## src/rtl/jtcontra_snd_cmd.sv

```systemverilog
// Sound command bridge: queues main-CPU latch writes and interrupts the sound CPU once per byte.
// Latency: a push is visible on level/snd_dout at the sampling edge; snd_irqn falls one edge later.
// Backpressure: none upstream; pushes into a full queue are dropped and flagged on the sticky ovf.
module jtcontra_snd_cmd #(
  parameter int AW      = 2,
  parameter int GAP_CYC = 4
) (
  input  logic          clk,
  input  logic          rstn,
  input  logic          snd_cen,
  input  logic          main_irq,
  input  logic [7:0]    main_latch,
  input  logic          snd_rd,
  input  logic          snd_ack,
  output logic [7:0]    snd_dout,
  output logic          snd_irqn,
  output logic [AW:0]   level,
  output logic          ovf
);

  localparam int DEPTH = 1 << AW;
  localparam int CW    = (GAP_CYC > 1) ? $clog2(GAP_CYC) : 1;
  localparam logic [AW:0] FULL_LVL = (AW+1)'(DEPTH);
  localparam logic [CW-1:0] GAP_INIT = CW'(GAP_CYC - 1);

  typedef enum logic [1:0] {S_IDLE, S_PEND, S_SERV, S_GAP} state_t;

  logic [7:0]    r_mem [DEPTH];
  logic [AW-1:0] r_wr_ptr, r_rd_ptr;
  logic [AW:0]   r_level;
  logic [7:0]    r_dout;
  logic          r_ovf;
  logic          r_main_prev;
  state_t        r_state;
  logic [CW-1:0] r_cnt;

  logic          w_push_req, w_full, w_empty, w_pop, w_push;
  logic [AW-1:0] w_rd_nxt, w_wr_nxt;
  logic [AW:0]   w_level_nxt;
  logic [7:0]    w_dout_nxt;
  state_t        w_state_nxt;
  logic [CW-1:0] w_cnt_nxt;

  assign w_push_req = main_irq & ~r_main_prev;
  assign w_full     = (r_level == FULL_LVL);
  assign w_empty    = (r_level == '0);
  assign w_pop      = snd_rd & snd_cen & ~w_empty;
  // A full queue still accepts a byte when a pop frees a slot in the same cycle.
  assign w_push     = w_push_req & (~w_full | w_pop);

  assign w_rd_nxt    = w_pop  ? r_rd_ptr + 1'b1 : r_rd_ptr;
  assign w_wr_nxt    = w_push ? r_wr_ptr + 1'b1 : r_wr_ptr;
  assign w_level_nxt = r_level + {{AW{1'b0}}, w_push} - {{AW{1'b0}}, w_pop};

  // Next head byte: bypass the incoming byte if it lands in the head slot; hold the last byte once empty.
  always_comb begin
    w_dout_nxt = r_dout;
    if (w_level_nxt != '0) begin
      if (w_push && (r_wr_ptr == w_rd_nxt)) w_dout_nxt = main_latch;
      else                                  w_dout_nxt = r_mem[w_rd_nxt];
    end
  end

  // Queue storage; contents need no reset because level gates every read.
  always_ff @(posedge clk) begin
    if (w_push) r_mem[r_wr_ptr] <= main_latch;
  end

  // Queue pointers, occupancy, head register, overflow flag and edge detector.
  always_ff @(posedge clk or negedge rstn) begin
    if (!rstn) begin
      r_wr_ptr    <= '0;
      r_rd_ptr    <= '0;
      r_level     <= '0;
      r_dout      <= '0;
      r_ovf       <= 1'b0;
      r_main_prev <= 1'b0;
    end else begin
      r_main_prev <= main_irq;
      r_wr_ptr    <= w_wr_nxt;
      r_rd_ptr    <= w_rd_nxt;
      r_level     <= w_level_nxt;
      r_dout      <= w_dout_nxt;
      if (w_push_req && w_full && !w_pop) r_ovf <= 1'b1;
    end
  end

  // IRQ state register and gap counter.
  always_ff @(posedge clk or negedge rstn) begin
    if (!rstn) begin
      r_state <= S_IDLE;
      r_cnt   <= '0;
    end else begin
      r_state <= w_state_nxt;
      r_cnt   <= w_cnt_nxt;
    end
  end

  // IRQ next state: a pop always ends the interrupt (even while polling), then a gap precedes the next one.
  always_comb begin
    w_state_nxt = r_state;
    w_cnt_nxt   = r_cnt;
    case (r_state)
      S_IDLE: if (!w_empty) w_state_nxt = S_PEND;
      S_PEND: begin
        if (w_pop) begin
          w_state_nxt = S_GAP;
          w_cnt_nxt   = GAP_INIT;
        end else if (snd_ack && snd_cen) begin
          w_state_nxt = S_SERV;
        end
      end
      S_SERV: begin
        if (w_pop) begin
          w_state_nxt = S_GAP;
          w_cnt_nxt   = GAP_INIT;
        end
      end
      S_GAP: begin
        if (snd_cen) begin
          if (r_cnt == '0) w_state_nxt = S_IDLE;
          else             w_cnt_nxt   = r_cnt - 1'b1;
        end
      end
      default: w_state_nxt = S_IDLE;
    endcase
  end

  assign snd_irqn = (r_state != S_PEND);
  assign snd_dout = r_dout;
  assign level    = r_level;
  assign ovf      = r_ovf;

endmodule

```

## config.mk

```make
export PLATFORM = sky130hd
export DESIGN_NAME = jtcontra_snd_cmd
export DESIGN_NICKNAME = d
export VERILOG_FILES = /design/src/rtl/jtcontra_snd_cmd.sv
export SDC_FILE = /design/constraint.sdc
export NUM_CORES = 1
export LEC_CHECK = 0
export ABC_CLOCK_PERIOD_IN_PS = 10100
export BUFFER_PORTS_ARGS = -buffer_cell sky130_fd_sc_hd__buf_2
export CAP_MARGIN = 20
export CORE_UTILIZATION = 50
export CTS_BUF_LIST = sky130_fd_sc_hd__clkbuf_4 sky130_fd_sc_hd__clkbuf_8 sky130_fd_sc_hd__clkbuf_16
export CTS_CLUSTER_SIZE = 12
export DETAILED_ROUTE_END_ITERATION = 12
export GPL_TIMING_DRIVEN = 0
export PLACE_DENSITY_LB_ADDON = 0.12
export SETUP_SLACK_MARGIN = 0.1
export SLEW_MARGIN = 20
export SYNTH_ARGS = -nofsm -noshare
export SYNTH_HDL_FRONTEND = slang
export SYNTH_SLANG_ARGS = --single-unit
export TNS_END_PERCENT = 10
```

## constraint.sdc

```tcl
create_clock -name clk -period 10.1 [get_ports clk]
set_clock_uncertainty 0.1 [all_clocks]
set_input_delay 1.01 -clock clk [delete_from_list [all_inputs] [get_ports clk]]
set_output_delay 1.01 -clock clk [all_outputs]
set_load 0.1 [all_outputs]
```

=== After elaboration in Yosys (flattened, before gate mapping) ===
Memories as Yosys holds them, arrays and structs flattened. A register that Yosys moved wholly into a read port is not among the register bits.
Cells that the tools add are included.

* Reductions and logical operators: 13
* Add/subtract/negate cells: 5
* Bitwise logic cells: 8
* Equality and inequality tests: 12
* Mux-type cells: 13

{| class="wikitable"
|+ Operators with widths
! cell !! count
|-
| $mux W2 || 9
|-
| $ne A2 B2 Y1 const B || 5
|-
| $pmux W2 S4 || 1
|-
| $reduce_and A5 Y1 || 1
|-
| $add A2 B1 Y2 const B || 2
|-
| $and A1 B1 Y1 || 4
|-
| $eq A2 B2 Y1 const B || 2
|-
| $logic_not A2 Y1 || 2
|-
| $ne A2 B1 Y1 const B || 2
|-
| $pmux W2 S2 || 1
|-
| $reduce_and A4 Y1 || 1
|-
| $add A3 B1 Y3 || 1
|-
| $eq A3 B3 Y1 const B || 1
|-
| $logic_and A1 B1 Y1 || 3
|-
| $logic_not A3 Y1 || 1
|-
| $ne A3 B3 Y1 const B || 1
|-
| $not A1 Y1 || 3
|-
| $reduce_bool A3 Y1 || 1
|-
| $sub A3 B1 Y3 || 1
|-
| $eq A2 B1 Y1 const B || 1
|-
| $logic_not A1 Y1 || 2
|-
| $mux W1 || 2
|-
| $reduce_bool A2 Y1 || 1
|-
| $reduce_or A2 Y1 || 1
|-
| other kinds (2) || 2
|}

* RAM bits: 32
* Logic and storage cells: 59
* Bits of input ports: 14
* Memories kept: 1
* Register bits after elaboration: 13
* Output and inout port bits: 13

{| class="wikitable"
|+ Memories
! memory !! depth !! width !! rd ports !! clocked after Yosys merged registers in !! wr ports !! line !! RTL
|-
| r_mem || 4 || 8 || 1 || 1 || 1 || 28 || <nowiki>logic [7:0] r_mem [DEPTH];</nowiki>
|}

=== Longest topological paths before layout ===
Gate-level depths: netlist of the first run.

* Depth in word-level cells: 8
* Mapped depth: 14
* Gate-level depth less buffers: 11

=== Worst setup path after synthesis of the first run ===
Ideal clock, no wire load.

* Path kind: register to register
* Start: register r_level[1] (netlist: level[1])
* End: register r_dout[1] (netlist: snd_dout[1]), read port of r_mem
* Slack: 6.351 ns
* Required time: 9.877 ns
* Cell stages (with the launch flop): 15
* Arrival: 3.526 ns
* Library setup time: 0.123 ns
* Buffers on the path: 4
* Clock period less this slack: 3.749 ns
* Cells stage by stage: dfrtp_1 > o311ai_4 > inv_2 > buf_6 > buf_6 > buf_2 > ha_1 > inv_1 > ha_1 > fa_1 > xnor2_1 > or3_1 > buf_2 > or2_1 > o221a_1

* Cells in the longest elaborated chain, start to end: 8
* Elaborated cells on any way between the ends: 11
* Those cells by class: 2 x add/sub; 1 x eq/ne; 1 x mux; 5 x bitwise; 2 x reduce/logical

{| class="wikitable"
|+ Ends and longest elaborated chain
! element !! line !! RTL
|-
| from (decl) || 30 || <nowiki>logic [AW:0] r_level;</nowiki>
|-
| from (signal assigned) || 82 || <nowiki>r_level <= w_level_nxt;</nowiki>
|-
| $logic_not A3 Y1 || 46 || <nowiki>assign w_empty = (r_level == '0);</nowiki>
|-
| $not A1 Y1 || 47 || <nowiki>assign w_pop = snd_rd & snd_cen & ~w_empty;</nowiki>
|-
| $and A1 B1 Y1 || 47 ||
|-
| $or A1 B1 Y1 || 49 || <nowiki>assign w_push = w_push_req & (~w_full | w_pop);</nowiki>
|-
| $and A1 B1 Y1 || 49 ||
|-
| $add A3 B1 Y3 || 53 || <nowiki>assign w_level_nxt = r_level + {{AW{1'b0}}, w_push} - {{AW{1'b0}}, w_pop};</nowiki>
|-
| $sub A3 B1 Y3 (*) || 53 ||
|-
| net w_level_nxt[2] || 39 || <nowiki>logic [AW:0] w_level_nxt;</nowiki>
|-
| $reduce_bool A3 Y1 (*) || 58 || <nowiki>if (w_level_nxt != '0) begin</nowiki>
|-
| to (decl) || 31 || <nowiki>logic [7:0] r_dout;</nowiki>
|}

Mark *: on every way through the listed nets, which the timed path passes. The rest lies on a longest branch.
A chain may end at the register's enable or synchronous reset.

=== Worst setup path after layout of the first run ===
* Start: input port snd_cen
* End: register r_dout[3] (netlist: snd_dout[3]), read port of r_mem

* Cells in the longest elaborated chain, start to end: 7
* Elaborated cells on any way between the ends: 8
* Those cells by class: 2 x add/sub; 1 x mux; 4 x bitwise; 1 x reduce/logical

{| class="wikitable"
|+ Ends and longest elaborated chain
! element !! line !! RTL
|-
| from (decl) || 10 || <nowiki>input logic snd_cen,</nowiki>
|-
| $and A1 B1 Y1 (*) (2 in a row) || 47 ||
|-
| $or A1 B1 Y1 || 49 ||
|-
| $and A1 B1 Y1 || 49 ||
|-
| $add A3 B1 Y3 || 53 ||
|-
| $sub A3 B1 Y3 (*) || 53 ||
|-
| net w_level_nxt[1] || 39 ||
|-
| $reduce_bool A3 Y1 (*) || 58 ||
|}

Marks and branches as above.

==> results of run 1 <==
[final cells by class]
class | count | area (um^2) | share of cell area
sequential | 53 | 1486 | 0.4819
multi-input combinational | 143 | 1145 | 0.3712
timing repair buffer | 26 | 130.1 | 0.04219
buffer | 15 | 95.09 | 0.03083
tap | 70 | 87.58 | 0.02840
clock buffer | 5 | 68.82 | 0.02231
inverter | 13 | 48.80 | 0.01582
clock inverter | 3 | 22.52 | 0.007302
[cell families (layout without fill, tap and decap cells)]
kind of cell	Yosys count	after routing	share of synthesized area
adders and majority gates	13	13	0.06132
buffers and inverters	28	62	0.05185
xor gates and xnor gates	6	6	0.02389
muxes	10	10	0.04824
DFF	53	53	0.5356
AOI/OAI and AO/OA	49	49	0.1501
and+or+nand+nor	65	65	0.1290
[layer usage]
layer,share of wire,wire (um)
met1,0.46,2791
met3,0.055,332
met4,0.015,91
met2,0.47,2856
met5,0,0
[layout by cell type (no fill, tap or decap), types with 5 or more instances in the layout]
cell	count
clkbuf_1	5
or3_1	8
o221a_1	8
nand2_1	7
mux2_2	7
ha_1	12
o21ai_0	6
clkbuf_8	5
buf_2	30
inv_1	12
o221ai_1	7
dfrtp_1	21
nand3b_1	7
nor3_1	8
o31ai_1	7
nand2b_1	5
edfxtp_1	32
nor2_1	10
and2_1	5
a22oi_1	8
[registers in the layout (all words and copies together), names as in the netlist]
name / flops
r_cnt: 2
r_main_prev: 1
level: 3
ovf: 1
r_mem: 32
r_rd_ptr: 2
r_wr_ptr: 2
r_state: 2
snd_dout: 8
[critical path: cells and delay by family]
kind	cells	cell delay, ns
AO/OA/AOI/OAI	2	0.34
adder cells (fa/ha/maj)	3	0.86
buffers and inverters	7	1.06
AND/OR/NAND/NOR	2	0.61
[through the flow]
stage	instance area, um^2	setup WS (ns)
after detailed placement	2993	5.984
after CTS	3084	6.326
after floorplan	2775	6.351
after global placement	2993	6.012
after global routing	3084	6.170
final	3084	6.354
[worst max-delay path by stage]
stage | startpoint | end | slack (ns) | cells past startpoint
final | snd_cen | snd_dout[3] | 6.35 | 14
after global placement | snd_cen | snd_dout[0] | 6.01 | 14
after CTS | snd_cen | snd_dout[1] | 6.33 | 14
after floorplan | level[1] | snd_dout[1] | 6.35 | 14
after detailed placement | snd_cen | snd_dout[2] | 5.98 | 14
after global routing | snd_cen | snd_dout[3] | 6.17 | 14
==> metrics.cfg, run 1 <==
[cts]
postCtsSetupBuffers=0
h-tree-depth=2
clock_latency_ns=0.30
max-clock-path-buffers=2
cts_root_buffer=clkbuf_8
ctsResizeCount=0
cts.clk_slew.worst_paths_ns=0.10
ctsHoldBuffers=0
cts_sinks=53
cts_buffers=5
cts_tree=done

[yosys]
async_flop_share=0.3962
syn_avg_cell_area_um2=12.39
yosys.area.top_type=edfxtp_1
synth_nets=251
synth.area.top_cells=edfxtp_1 35%, dfrtp_1 19%, ha_1 5.4%
synth.most_common_cell=edfxtp_1
synth-seq-cells=53
syn_inst=224
synthesis.area_um2=2775
synthTopCellsByCount=32 x edfxtp_1, 21 x dfrtp_1, 12 x ha_1, 12 x inv_1, 10 x nor2_1
synth_edf_count=32
synth.distinct_cells=46
netlist.area_leader.share=0.3463
ys_seq_area_frac=0.5356
yosys_warnings=0
ys.flop_type=edfxtp_1

[critical_path]
slowest_delay_ns=0.43
cp_slowest_cell=fa_1
required_ns=10.24
reg2reg_slack_ns=6.46
critPathMaxFanout=10
cp_common_cell=buf_2
crit_path_cell_trace=buf_2, o311ai_4, inv_2, buf_6, buf_6, buf_2, ha_1, inv_1, ha_1, fa_1, or3_1, buf_2, nand2_2, o221a_1
r2r_start=level[1]
cp-end-kind=register
reg2reg_depth=14
cp.arrival_ns=3.89
crit_type=in -> reg
critPathLaunchType=input port
r2r-end=snd_dout[3]

[sta]
hold_violations=0
slew_violations=0
relSlewSlack=0.6322
period_minus_slack_ns=3.746
tns_ns=0
finalSetupViolCount=0
period_share=0.3709
worst_pin_slew_ns=0.5516
rsz0062_at_grt=no
max_freq_mhz=267.0
whs_ns=0.3885

[floorplan]
fp.dieH_um=76.50
initial_utilization=0.5299
die_w_um=76.50
dieArea_um2=5852
rows=26
core-area_um2=5238
ios=27

[global_routing]
grt_start_max_net_pins=22
grtUsageMet2=0.3414
grt_pass1_wl_um=9949
grt_overflow=0
use_met1=0.3191
top_usage_layer=met2
met3_usage=0.03473
grt_pass1_vias=1943
grt_antenna_before_repair=0
grt_use_total=0.2237

[detailed_routing]
drc=0
drtAntennaViolNets=0
avgViaCountPerCell=5.945
drtIter0Drc=193
dr_total_vias=1950
routed_wl_um=6072
drt_pass1_iterations=4
drt-wirelength-per-cell_um=18.51

[layout]
nFillCells=464
utilization=0.5889
instances_no_fill=328
fin_nets=284
n_antenna_cell=0
final_layout_size_suffix_gt1_frac=0.2248
area_growth_pct=11.14

[min_path]
hold_depth=1
worstHoldPathType=reg -> reg
holdPathEnd=ovf
worstHoldStart=ovf

[place]
io_buffers=26
place.gp.congestion=0.7973
placedCellCount=320
dpl.hpwl_um=4019

[run]
cap_violations=0

[run_status]
outcome=finished clean

Power of run 1 is not shown: default switching activity piles up to over one toggle a cycle in this logic, so the estimate is an artifact.
==> inputs of run 2 (changes only) <==
- ABC_AREA: unset -> 1
- ABC_CLOCK_PERIOD_IN_PS: 10100 -> 3800
- clock period: 10.1 -> 3.8 ns (I/O delays scaled with it)
==> run 2 against run 1 <==
  * Worst setup slack got worse by 5.6 ns
  * Global-route usage fell by 0.87 points
  * Hold slack got worse by 0.31 ns
  * Final cell count rose by 12%
  * Via count fell by 4.1%
  * Non-clock buffer count fell by 10
  * Critical path depth fell by 1
  * Die area fell by 4.5%
==> metrics.cfg, run 2 <==
[yosys]
synth.area.mux_share=0  ; -0.04824
synthTopCellsByCount=60 x nand2_1, 54 x nand3_1, 32 x edfxtp_1, 32 x inv_1, 21 x dfrtp_1
netlist.area_leader.share=0.3629  ; +0.01669
synth_fa_ha_area_frac=0.06427  ; +0.002956
synth_compound_area_frac=0.02127  ; -0.1289
ys_seq_area_frac=0.5614  ; +0.02582
synthXorXnorAreaFrac=0.006616  ; -0.01728
synth.distinct_cells=26  ; -43%
ys.flop_type=edfxtp_1
yosys_warnings=0  ; unchanged
synthesis.area_um2=2648  ; -4.6%
synth-seq-cells=53  ; unchanged
syn_inst=263  ; +17%
synthSimpleGateAreaFrac=0.2831  ; +0.1541
synth.area.top_cells=edfxtp_1 36%, dfrtp_1 20%, nand3_1 10%
synth.most_common_cell=nand2_1
yosys.area.top_type=edfxtp_1
synth_edf_count=32  ; unchanged
async_flop_share=0.3962  ; unchanged
synth_top_family_by_area=simple AND/OR/NAND/NOR gates
syn_avg_cell_area_um2=10.07  ; -19%
synth_nets=290  ; +16%

[place]
place.gp.congestion=0.7408  ; -7.1%
dpl.hpwl_um=3722  ; -7.4%
io_buffers=26  ; unchanged

[critical_path]
cp.depth=13  ; -1
worst-path-buf-inv=3  ; -4
critPathLaunchType=register
crit_type=reg -> reg
slowest_delay_ns=0.45  ; +0.02 ns
cp_common_cell=inv_1
cp-end-kind=register
startpoint=level[1]
required_ns=3.90  ; -6.34 ns
critical_path.top_delay_family=simple AND/OR/NAND/NOR gates
critPathMaxFanout=9  ; -1
r2r_start=level[1]
crit_path_cell_trace=nor2_2, nand2_4, nand2_4, inv_1, ha_1, inv_1, ha_1, fa_1, or2_2, nand3_1, inv_1, nand2_1, nand2_1
cp_slowest_cell=dfrtp_1
cp.arrival_ns=3.18  ; -0.71 ns
reg2reg_depth=13  ; -1

[cts]
ctsResizeCount=0  ; unchanged
max-clock-path-buffers=2  ; unchanged
clock_latency_ns=0.31  ; about the same
postCtsSetupBuffers=0  ; unchanged
cts.clk_slew.worst_paths_ns=0.10  ; about the same
ctsHoldBuffers=1  ; +1
cts_buffers=5  ; unchanged
cts_sinks=53  ; unchanged
cts_root_buffer=clkbuf_8
h-tree-depth=2  ; unchanged
cts_tree=done

[sta]
tns_ns=0  ; unchanged
whs_ns=0.08050  ; -0.3080 ns
slew_violations=0  ; unchanged
relSlewSlack=0.4554  ; -0.1768
hold_violations=0  ; unchanged
period_minus_slack_ns=3.073
worst_pin_slew_ns=0.8139  ; +0.2622 ns
rsz0062_at_grt=no
period_share=0.8086
finalSetupViolCount=0  ; unchanged
max_freq_mhz=325.5

[detailed_routing]
routed_wl_um=5312  ; -13%
dr_total_vias=1871  ; -4.1%
avgViaCountPerCell=5.084  ; -14%
drt-wirelength-per-cell_um=14.43  ; -22%
drc=0  ; unchanged
drtAntennaViolNets=0  ; unchanged
drtIter0Drc=134  ; -31%
drt_pass1_iterations=4  ; unchanged

[global_routing]
grt_pass1_vias=1743  ; -10%
met3_usage=0.04418  ; +0.009446
top_usage_layer=met2
grtUsageMet2=0.3433  ; +0.001902
grt_use_total=0.2150  ; -0.008699
grt_antenna_before_repair=0  ; unchanged
grt_start_max_net_pins=22  ; unchanged
grt_overflow=0  ; unchanged
use_met1=0.2931  ; -0.02606
grt_pass1_wl_um=8611  ; -13%

[layout]
largest_reg_flops=32  ; unchanged
n_antenna_cell=0  ; unchanged
seq_area_um2=1486  ; unchanged
layout_common_cells=60 x nand2_1, 54 x nand3_1, 32 x inv_1, 32 x edfxtp_1, 27 x buf_2
multiInputGateArea_um2=993.5  ; -13%
final_layout_size_suffix_gt1_frac=0.2081  ; -0.01675
fin_nets=324  ; +14%
area_growth_pct=12.71
largest-register=r_mem
nFillCells=439  ; -5.4%
final_common_cell=nand2_1

[floorplan]
initial_utilization=0.5184  ; -0.01149
fp.dieH_um=74.77  ; -2.3%
die_w_um=74.77  ; -2.3%
core-area_um2=5107  ; -2.5%
ios=27  ; unchanged
rows=26  ; unchanged
dieArea_um2=5590  ; -4.5%

[run]
cap_violations=0  ; unchanged

[min_path]
worstHoldPathType=in -> reg
worstHoldStart=main_irq
hold_depth=1  ; unchanged

[run_status]
outcome=finished clean

run 2: per-layer routing:
metal  share of wire  vias up
li1                -      934
met1            0.46      893
met2            0.49       37
met3           0.035        7
met4           0.013        0
met5               0        -
run 2: area by class of cell:
class | instances | share of cell area
buffer | 4 | 0.01300
inverter | 34 | 0.04319
tap | 70 | 0.02935
clock inverter | 2 | 0.005031
timing repair buffer | 27 | 0.04696
multi-input combinational | 172 | 0.3329
clock buffer | 6 | 0.03145
sequential | 53 | 0.4981
run 2: worst reg2reg max path, cell delays in order, from the launching register on:
cell and delay (ns):
dfrtp_1 0.45, nor2_2 0.21, nand2_4 0.11, nand2_4 0.11, inv_1 0.06, ha_1 0.26
inv_1 0.04, ha_1 0.18, fa_1 0.37, or2_2 0.31, nand3_1 0.32, inv_1 0.25
nand2_1 0.12, nand2_1 0.06
run 2: worst paths after layout:
kind                            slack [ns]           to
worst max-delay path                  0.73  snd_dout[1]
worst min-delay path                  0.08  r_main_prev
worst max register to register        0.73  snd_dout[1]
worst min register to register        0.38          ovf
max in group asynchronous             2.83  snd_dout[3]
min in group asynchronous             0.44     level[0]
run 2: kinds of logic after synthesis:
kind of cell	Yosys count
and+or+nand+nor	147
AOI/OAI and AO/OA	10
adders and majority gates	13
buffers and inverters	38
xor gates and xnor gates	2
DFF	53
run 2: through the flow:
stage                     cell area (um^2)  instances    util  setup slack, ns
after floorplan                       2648        263       -           0.5730
after global placement                2865        359  0.5610           0.7640
after detailed placement              2865        359  0.5610           0.7276
after CTS                             2984        368  0.5843           0.7013
after global routing                  2984        368  0.5843           0.4904
final                                 2984        368  0.5843           0.7275
Power of run 2 is left out for the same reason.
==> inputs of run 3 (changes only) <==
- ABC_CLOCK_PERIOD_IN_PS: 3800 -> 3100
- clock period: 3.8 -> 3.1 ns (I/O delays scaled with it)
==> run 3 against run 2 <==
  * Count of clock-buffer cells in the layout stayed put
  * Routed wire length is 1.6% lower
  * Register-to-register slack worse by 0.42 ns
  * Worst setup slack worse by 0.42 ns
  * Non-clock buffer count is 1 higher
  * Sequential share of layout area is 0.083 points lower
  * Global-route usage is 0.57 points lower
  * Critical path type unchanged
  * Highest routed layer unchanged
==> metrics.cfg, run 3 (synthesized netlist as in run 2, its figures left out) <==
[detailed_routing]
drc=0  ; unchanged
avgViaCountPerCell=4.951  ; -2.6%
drtAntennaViolNets=0  ; unchanged
routed_wl_um=5225  ; -1.6%
dr_total_vias=1827  ; -2.4%
drt_pass1_iterations=4  ; unchanged
drtIter0Drc=125  ; -6.7%
drt-wirelength-per-cell_um=14.16  ; -1.9%

[global_routing]
grt_use_total=0.2093  ; -0.005697
grt_antenna_before_repair=0  ; unchanged
grt_start_max_net_pins=22  ; unchanged
grt_overflow=0  ; unchanged
grt_pass1_vias=1722  ; -1.2%
grt_pass1_wl_um=8397  ; -2.5%

[cts]
max-clock-path-buffers=2  ; unchanged
cts_tree=done
cts_root_buffer=clkbuf_8
postCtsSetupBuffers=0  ; unchanged
cts_buffers=5  ; unchanged
clock_latency_ns=0.31  ; about the same
h-tree-depth=2  ; unchanged
cts.clk_slew.worst_paths_ns=0.10  ; about the same
cts_sinks=53  ; unchanged

[sta]
tns_ns=0  ; unchanged
period_share=0.9010  ; +0.09244
relSlewSlack=0.4288  ; -0.02658
rsz0062_at_grt=no
period_minus_slack_ns=2.793  ; -0.2794 ns
hold_violations=0  ; unchanged
finalSetupViolCount=0  ; unchanged
slew_violations=0  ; unchanged
max_freq_mhz=358.0  ; +10%
worst_pin_slew_ns=0.8536  ; +0.03972 ns

[floorplan]
dieArea_um2=5590  ; unchanged
ios=27  ; unchanged
core-area_um2=5107  ; unchanged
fp.dieH_um=74.77  ; unchanged
initial_utilization=0.5184  ; unchanged
die_w_um=74.77  ; unchanged
rows=26  ; unchanged

[layout]
final_common_cell=nand2_1
multiInputGateArea_um2=1011  ; +1.8%
area_growth_pct=13.19
layout_common_cells=60 x nand2_1, 53 x nand3_1, 32 x edfxtp_1
final_layout_size_suffix_gt1_frac=0.2241  ; +0.01603
largest_reg_flops=32  ; unchanged
seq_area_um2=1490  ; +0.25%
nFillCells=469  ; +6.8%
largest-register=r_mem
n_antenna_cell=0  ; unchanged
fin_nets=325  ; +0.31%

[min_path]
worstHoldPathType=in -> reg
hold_depth=1  ; unchanged
worstHoldStart=main_latch[7]
holdPathEnd=r_mem[2][7]

[critical_path]
required_ns=3.20  ; -0.70 ns
startpoint=level[1]
critPathMaxFanout=9  ; unchanged
critical_path.top_delay_family=simple AND/OR/NAND/NOR gates
reg2reg_depth=13  ; unchanged
reg2reg_slack_ns=0.31  ; -0.42 ns
r2r-end=snd_dout[1]
crit_path_cell_trace=nor2_4, nand2_4, nand2_4, inv_1, ha_1, inv_1, ha_1, fa_1, or2_2, nand3_4, clkinvlp_4, nand2_1, nand2_1
cp.arrival_ns=2.89  ; -0.29 ns
cp-end-kind=register
cp_slowest_cell=dfrtp_2
r2r_start=level[1]
worst-path-buf-inv=3  ; unchanged
slowest_delay_ns=0.47  ; +0.02 ns
crit_type=reg -> reg
critPathLaunchType=register

[run_status]
outcome=finished clean

[place]
dpl.hpwl_um=3703  ; -0.51%
place.gp.congestion=0.7943  ; +7.2%
io_buffers=26  ; unchanged

[run]
cap_violations=0  ; unchanged

[run 3: layer usage]
layer,vias up,GRT usage,part of all wire
li1,940,-,-
met2,45,0.3343,0.47
met5,-,0,0
met1,838,0.2828,0.46
met4,0,0.08386,0.013
met3,4,0.04016,0.052
[run 3: timing repair]
item,in CTS,in global routing
hold endpoints to repair,21,1
endpoints found under the setup margin,8,8
resized for setup,1,3
hold buffers,1,1
[run 3: worst max-delay path by stage]
stage / to / slack [ns] / cells after the start
detailed placement: snd_dout[1] / 0.07 / 13
floorplan: snd_dout[0] / 0.18 / 13
CTS: snd_dout[1] / 0.21 / 13
global placement: snd_dout[4] / 0.09 / 13
finish: snd_dout[1] / 0.31 / 13
global route: snd_dout[4] / 0.14 / 12
[run 3: through the flow]
stage                       util  std cells  hold slack [ns]  setup slack, ns  area, um^2
after CTS                 0.5816        368         0.004295           0.2127        2970
final                     0.5867        369           0.1335           0.3069        2997
after floorplan                -        263         -0.08559           0.1763        2651
after global routing      0.5867        369           0.1350           0.1375        2997
after detailed placement  0.5617        359           0.1975          0.06984        2869
after global placement    0.5617        359           0.1972          0.09392        2869
[run 3: layout make-up]
class,count,area share
clock buffer,6,0.02547
timing repair buffer,28,0.05010
sequential,53,0.4973
tap,70,0.02923
buffer,4,0.01294
multi-input combinational,172,0.3374
inverter,34,0.04426
clock inverter,2,0.003340
Power of run 3 is left out for the same reason.
